--- src/rtl/column_drop_if.sv ---
// Handshake and board bus between the column decoder / display stage and
// the column drop engine.
interface column_drop_if;
  logic        drop_valid;
  logic [1:0]  column_decode;
  logic [31:0] board;
  logic [1:0]  current_player;
  logic        drop_ok;
  logic        drop_err;
  logic        busy;
  logic        game_over;
  logic [1:0]  winner;

  modport master (
    output drop_valid, column_decode,
    input  board, current_player, drop_ok, drop_err, busy, game_over, winner
  );

  modport slave (
    input  drop_valid, column_decode,
    output board, current_player, drop_ok, drop_err, busy, game_over, winner
  );
endinterface

--- src/rtl/column_drop_engine.sv ---
// Column drop engine for a 4x4 connect-four style board.
// Drops the current player's piece into the lowest empty cell of the
// requested column, then checks for a win or a draw and alternates turns.
//
// state | meaning
// IDLE  | waiting for a drop request; column is latched on acceptance
// PLACE | write piece into latched column, or reject if the column is full
// CHECK | evaluate the updated board for win / draw, report drop_ok
// OVER  | game finished; every request is rejected until reset
module column_drop_engine (
  input  logic         clk,
  input  logic         reset,
  column_drop_if.slave bus
);

  typedef enum logic [1:0] {IDLE, PLACE, CHECK, OVER} state_t;

  state_t          state;
  state_t          state_nxt;
  logic [31:0]     board_q;
  logic [1:0]      player_q;
  logic [1:0]      winner_q;
  logic [1:0]      col_q;
  logic            ok_q;
  logic            err_q;
  logic [3:0][2:0] h;
  logic [4:0]      move_cnt;
  logic [2:0]      h_sel;
  logic            col_full;
  logic [3:0]      wr_cell;
  logic            line_win;
  logic [1:0]      cells [4][4];

  function automatic logic same4(input logic [1:0] a, input logic [1:0] b,
                                 input logic [1:0] c, input logic [1:0] d);
    return (a != 2'b00) && (a == b) && (a == c) && (a == d);
  endfunction

  // Row/column view of the packed board, row 0 at the bottom.
  for (genvar r = 0; r < 4; r++) begin : g_row
    for (genvar c = 0; c < 4; c++) begin : g_col
      assign cells[r][c] = board_q[(r*4+c)*2 +: 2];
    end
  end

  assign h_sel    = h[col_q];
  assign col_full = (h_sel == 3'd4);
  assign wr_cell  = {h_sel[1:0], col_q};

  // Any of the 4 rows, 4 columns or 2 diagonals completed by one player.
  assign line_win =
      same4(cells[0][0], cells[0][1], cells[0][2], cells[0][3]) |
      same4(cells[1][0], cells[1][1], cells[1][2], cells[1][3]) |
      same4(cells[2][0], cells[2][1], cells[2][2], cells[2][3]) |
      same4(cells[3][0], cells[3][1], cells[3][2], cells[3][3]) |
      same4(cells[0][0], cells[1][0], cells[2][0], cells[3][0]) |
      same4(cells[0][1], cells[1][1], cells[2][1], cells[3][1]) |
      same4(cells[0][2], cells[1][2], cells[2][2], cells[3][2]) |
      same4(cells[0][3], cells[1][3], cells[2][3], cells[3][3]) |
      same4(cells[0][0], cells[1][1], cells[2][2], cells[3][3]) |
      same4(cells[0][3], cells[1][2], cells[2][1], cells[3][0]);

  // State register.
  always_ff @(posedge clk) begin
    if (reset) state <= IDLE;
    else       state <= state_nxt;
  end

  // Next-state decode.
  always_comb begin
    state_nxt = state;
    case (state)
      IDLE:    if (bus.drop_valid) state_nxt = PLACE;
      PLACE:   state_nxt = col_full ? IDLE : CHECK;
      CHECK:   state_nxt = (line_win || (move_cnt == 5'd16)) ? OVER : IDLE;
      OVER:    state_nxt = OVER;
      default: state_nxt = IDLE;
    endcase
  end

  // Game state and registered outputs; status pulses default low each cycle.
  always_ff @(posedge clk) begin
    if (reset) begin
      board_q  <= '0;
      player_q <= 2'b01;
      winner_q <= 2'b00;
      col_q    <= '0;
      ok_q     <= 1'b0;
      err_q    <= 1'b0;
      h        <= '0;
      move_cnt <= '0;
    end else begin
      ok_q  <= 1'b0;
      err_q <= 1'b0;
      case (state)
        IDLE: begin
          if (bus.drop_valid) col_q <= bus.column_decode;
        end
        PLACE: begin
          if (col_full) begin
            err_q <= 1'b1;
          end else begin
            board_q[{wr_cell, 1'b0} +: 2] <= player_q;
            h[col_q] <= h_sel + 3'd1;
            move_cnt <= move_cnt + 5'd1;
          end
        end
        CHECK: begin
          ok_q <= 1'b1;
          if (line_win)                 winner_q <= player_q;
          else if (move_cnt == 5'd16)   winner_q <= 2'b11;
          else                          player_q <= (player_q == 2'b01) ? 2'b10 : 2'b01;
        end
        OVER: begin
          if (bus.drop_valid) err_q <= 1'b1;
        end
        default: ;
      endcase
    end
  end

  assign bus.board          = board_q;
  assign bus.current_player = player_q;
  assign bus.winner         = winner_q;
  assign bus.drop_ok        = ok_q;
  assign bus.drop_err       = err_q;
  assign bus.busy           = (state == PLACE) || (state == CHECK);
  assign bus.game_over      = (state == OVER);

endmodule

--- src/flat_wrapper.sv ---
// flat-port wrapper written by rule: the top's interface ports become plain ports
module column_drop_engine_flat 
  (clk, reset, bus_drop_valid, bus_column_decode, bus_board, bus_current_player, bus_drop_ok, bus_drop_err, bus_busy, bus_game_over, bus_winner);
  column_drop_if bus_i ();
  input  logic clk;
  input  logic reset;
  input wire logic [$bits(bus_i.drop_valid)-1:0] bus_drop_valid;
  input wire logic [$bits(bus_i.column_decode)-1:0] bus_column_decode;
  output wire logic [$bits(bus_i.board)-1:0] bus_board;
  output wire logic [$bits(bus_i.current_player)-1:0] bus_current_player;
  output wire logic [$bits(bus_i.drop_ok)-1:0] bus_drop_ok;
  output wire logic [$bits(bus_i.drop_err)-1:0] bus_drop_err;
  output wire logic [$bits(bus_i.busy)-1:0] bus_busy;
  output wire logic [$bits(bus_i.game_over)-1:0] bus_game_over;
  output wire logic [$bits(bus_i.winner)-1:0] bus_winner;
  assign bus_i.drop_valid = bus_drop_valid;
  assign bus_i.column_decode = bus_column_decode;
  assign bus_board = bus_i.board;
  assign bus_current_player = bus_i.current_player;
  assign bus_drop_ok = bus_i.drop_ok;
  assign bus_drop_err = bus_i.drop_err;
  assign bus_busy = bus_i.busy;
  assign bus_game_over = bus_i.game_over;
  assign bus_winner = bus_i.winner;
  column_drop_engine u_core (.clk(clk), .reset(reset), .bus(bus_i));
endmodule
--- config.mk ---
export PLATFORM = sky130hd
export DESIGN_NAME = column_drop_engine_flat
export DESIGN_NICKNAME = d
export VERILOG_FILES = /design/src/rtl/column_drop_if.sv /design/src/rtl/column_drop_engine.sv /design/src/flat_wrapper.sv
export SDC_FILE = /design/constraint.sdc
export NUM_CORES = 1
export LEC_CHECK = 0
export ABC_CLOCK_PERIOD_IN_PS = 2700
export CAP_MARGIN = 20
export CORE_ASPECT_RATIO = 2
export CORE_MARGIN = 1
export CORE_UTILIZATION = 54
export DETAILED_ROUTE_END_ITERATION = 8
export PLACE_DENSITY = 0.76
export SYNTH_ARGS = -nofsm -noshare
export SYNTH_HDL_FRONTEND = slang
export SYNTH_SLANG_ARGS = --single-unit
--- constraint.sdc ---
create_clock -name clk -period 2.7 [get_ports clk]
set_input_delay 0.27 -clock clk [delete_from_list [all_inputs] [get_ports clk]]
set_output_delay 0.27 -clock clk [all_outputs]
set_load 0.02 [all_outputs]
==> summary.md <==
| Metric | Value |
|---|---|
| Status | `completed` |
| Quantity of I/O buffers inserted on ports | `44` |
| Yosys top cell by area | `dfxtp_1` |
| Layout area overhead | `24.5%` |
| Sink Count | `59` |
| Layout cells sized above 1 | `between 10% and 20%` |
| Routability Congestion | `0.933` |
| First drt pass iteration count | `5` |
| Post-Syn Area | `3150 um^2` |
| Row count | `39` |
| Crit start category | `register` |
| WL per Instance | `18.0 um` |
| Root Driver | `clkbuf_16` |
| Hold buffer count at CTS | `0` |
| Initial DRC count | `151` |
| Worst Slack Setup Final | `292 ps` |
| DRT Wirelength | `about 8500 um` |
| Post-CTS sizing | `0` |
| # placed instances | `460` |
| Routed via count | `2963` |
| Sequential-to-total area share from yosys stat | `a little under two fifths` |
| Crit end category | `register` |
| # Post-CTS Setup Buffers | `0` |
| RSZ-0062 raised after global routing | `no` |
| Nets | `roughly 430` |
| Syn Nets | `approximately 380` |
| Pre-CTS setup slack | `around 320 ps` |
| Ant. Diodes | `0` |
| Number of global-route vias before repair | `2839` |
| Post-synthesis cell type count | `a little under 50` |
| FFs w/ async S/R, synth | `0%` |
| LEAKAGE | `1.47 nW` |
| WL met1 | `2940 um` |
| Worst skew pair latency | `330 ps` |
| Max Used Layer | `met4` |
| Largest net degree at the start of global routing | `40` |
| Clock Path Buffers | `2` |
| Main synth FF type | `dfxtp_1` |
| Final Max Slew Viols | `0` |
| WP data required | `roughly 2900 ps` |
| Die area | `6160 um^2` |
| Initial antenna violation count | `0` |
| EDFF count, synth | `0` |
| Total track usage | `between 20 and 30%` |
| Power per cell area | `approximately 600 nW/um^2` |
| IO Count | `45` |
| Vias per cell | `6.24` |
| Die Y | `~110 um` |
| Met3 WL post-DR | `approximately 370 um` |
| Clk slew on worst S/H paths | `50 ps` |
| Post-Syn Instances | `about 360` |
| Hold WC Path Type | `in2reg` |
| Post-DP HPWL | `~6500 um` |
| Share of the synthesized area in the top cell type | `37.5%` |
| Achievable Freq | `~420 MHz` |
| # setup viols final | `0` |
| Slew headroom | `49.7%` |
| Endpoints failing hold | `0` |
| CTS buffer count | `9` |
| Die Width | `56.0 um` |
| Crit Path Category | `reg2reg` |
| Worst IR Drop VDD | `0.683 mV` |
| First-pass GRT wire length | `13800 um` |
| CP Data Arrival Time | `2620 ps` |
| Max-cap violations | `0` |
| Avg Cell Area, Syn | `8.68 um^2` |
| Overflow left after global routing | `0` |
| Final cell count without fillers | `about 480` |
| Synth Register Bits | `approximately 60` |
| Ys Warns | `0` |
| Placeable Area | `around 5700 um^2` |
| CTS tree | `yes` |
| DRC viols | `0` |
| Layout Skew | `between 7 and 8 ps` |
| Crit Path Max Fanout | `8` |
| Tcrit/Tclk final | `89.2%` |
| Post-route ant nets | `0` |
| Initial Utilization | `55.7%` |
| Period minus WS final | `2410 ps` |
| DR WL met2 | `4680 um` |
| Final setup TNS | `0 ps` |
| Top post-synthesis cells by area | `dfxtp_1 37%, mux2i_1 5.7%, ha_1 5.2%` |
| H-Tree Depth | `3` |
| Slew @ Worst Pin | `744 ps` |
-- critical path, stage by stage, from the launching register on --
cell      delay [ps]
dfxtp_1          520
or4b_2           190
o21ai_0          130
a222oi_1         360
nand4_1          260
nor3b_1          450
mux2_2           380
-- synth_stat cells, types with 2 or more instances --
| master | instances |
|---|---|
| o21ai_0 | 11 |
| dfxtp_1 | 59 |
| and2_1 | 3 |
| nand2b_1 | 6 |
| nor2_1 | 43 |
| or4b_2 | 5 |
| o21ai_1 | 4 |
| nor3b_1 | 4 |
| nand2_1 | 39 |
| or4_1 | 13 |
| o41ai_1 | 2 |
| xnor2_1 | 4 |
| ha_1 | 13 |
| nor2_4 | 2 |
| a211oi_1 | 7 |
| nor3_1 | 7 |
| a21oi_1 | 15 |
| and3b_1 | 2 |
| inv_1 | 8 |
| xor2_1 | 4 |
| nand4_1 | 23 |
| mux2i_1 | 18 |
| nand3b_1 | 10 |
| nor4_1 | 2 |
| buf_2 | 3 |
| a22oi_1 | 5 |
| nand3_1 | 16 |
| mux2_2 | 2 |
| nand3_2 | 2 |
| mux4_2 | 3 |
| clkbuf_1 | 10 |
-- layout make-up --
type                    instances  area (um^2)
multi-input cells             281         1870
fillers                       470         1740
flip-flops and latches         59         1180
repair buffers                 51          488
clock buffers                  13          270
well taps                      61         76.3
inverters                       8         30.0
clock inverters                 2         10.0
-- sequential cells by signal (all words and copies together) (netlist names) --
register / cells
u_core.bus.board: 32
u_core.bus.current_player: 2
u_core.bus.drop_err: 1
u_core.bus.drop_ok: 1
u_core.bus.winner: 2
u_core.col_q: 2
u_core.h: 12
u_core.move_cnt: 5
u_core.state: 2
-- kinds of logic (layout without fill, tap and decap cells) --
| group | count (synthesis) | after routing | synth area share (%) |
|---|---|---|---|
| AND/OR/NAND/NOR | 185 | 185 | 32.5 |
| flip-flops | 59 | 59 | 37.5 |
| AO/OA/AOI/OAI | 51 | 51 | 10.4 |
| multiplexers | 24 | 24 | 9.05 |
| buffers and inverters | 23 | 74 | 3.22 |
| adder cells (fa/ha/maj) | 13 | 13 | 5.16 |
| XOR/XNOR | 8 | 8 | 2.22 |
-- report_power, final --
group          internal (W)  switching (W)  total [W]
clock              0.000685       0.000358    0.00104
combinational      0.000149       0.000216   0.000365
sequential         0.000896      0.0000337   0.000930
-- routing by layer --
metal  GRT usage [%]  vias to the layer above
met5               0                        -
met3            6.18                       39
met2            55.4                      107
met1            27.9                     1387
met4            22.0                        0
li1                -                     1430
-- placed cells by master, fill, tap and decap left out, types with 3 or more instances in the layout --
| cell | n |
|---|---|
| nand3b_1 | 10 |
| a211oi_1 | 7 |
| nand3_1 | 16 |
| buf_4 | 7 |
| a21oi_1 | 15 |
| dfxtp_1 | 59 |
| mux4_2 | 3 |
| ha_1 | 13 |
| nor2_1 | 43 |
| or4_1 | 13 |
| xnor2_1 | 4 |
| clkbuf_16 | 9 |
| inv_1 | 8 |
| nand2_1 | 39 |
| and2_1 | 3 |
| nand4_1 | 23 |
| o21ai_0 | 11 |
| clkbuf_8 | 3 |
| nor3_1 | 7 |
| xor2_1 | 4 |
| nand2b_1 | 6 |
| a22oi_1 | 5 |
| o21ai_1 | 4 |
| mux2i_1 | 18 |
| nor3b_1 | 4 |
| or4b_2 | 5 |
| clkdlybuf4s50_1 | 43 |
-- metrics by stage --
stage                     utilization [%]  hold WS [ps]  total power [W]  cell area, um^2
after floorplan                         -           353          0.00120             3150
after CTS                            69.3           443          0.00235             3930
final                                69.3           447          0.00234             3930
after detailed placement             64.4           477          0.00131             3640
after global placement               64.4           469          0.00130             3640
after global routing                 69.3           491          0.00243             3930
-- final timing paths --
path	startpoint	to	slack (ps)	cells past startpoint
setup reg to reg	u_core.bus.board[12]	u_core.bus.current_player[0]	290	6
hold / removal	reset	u_core.move_cnt[2]	450	2
hold reg to reg	u_core.h[7]	u_core.h[7]	490	2
setup / recovery	u_core.bus.board[12]	u_core.bus.current_player[0]	290	6
(Power assumes the default switching activity.)
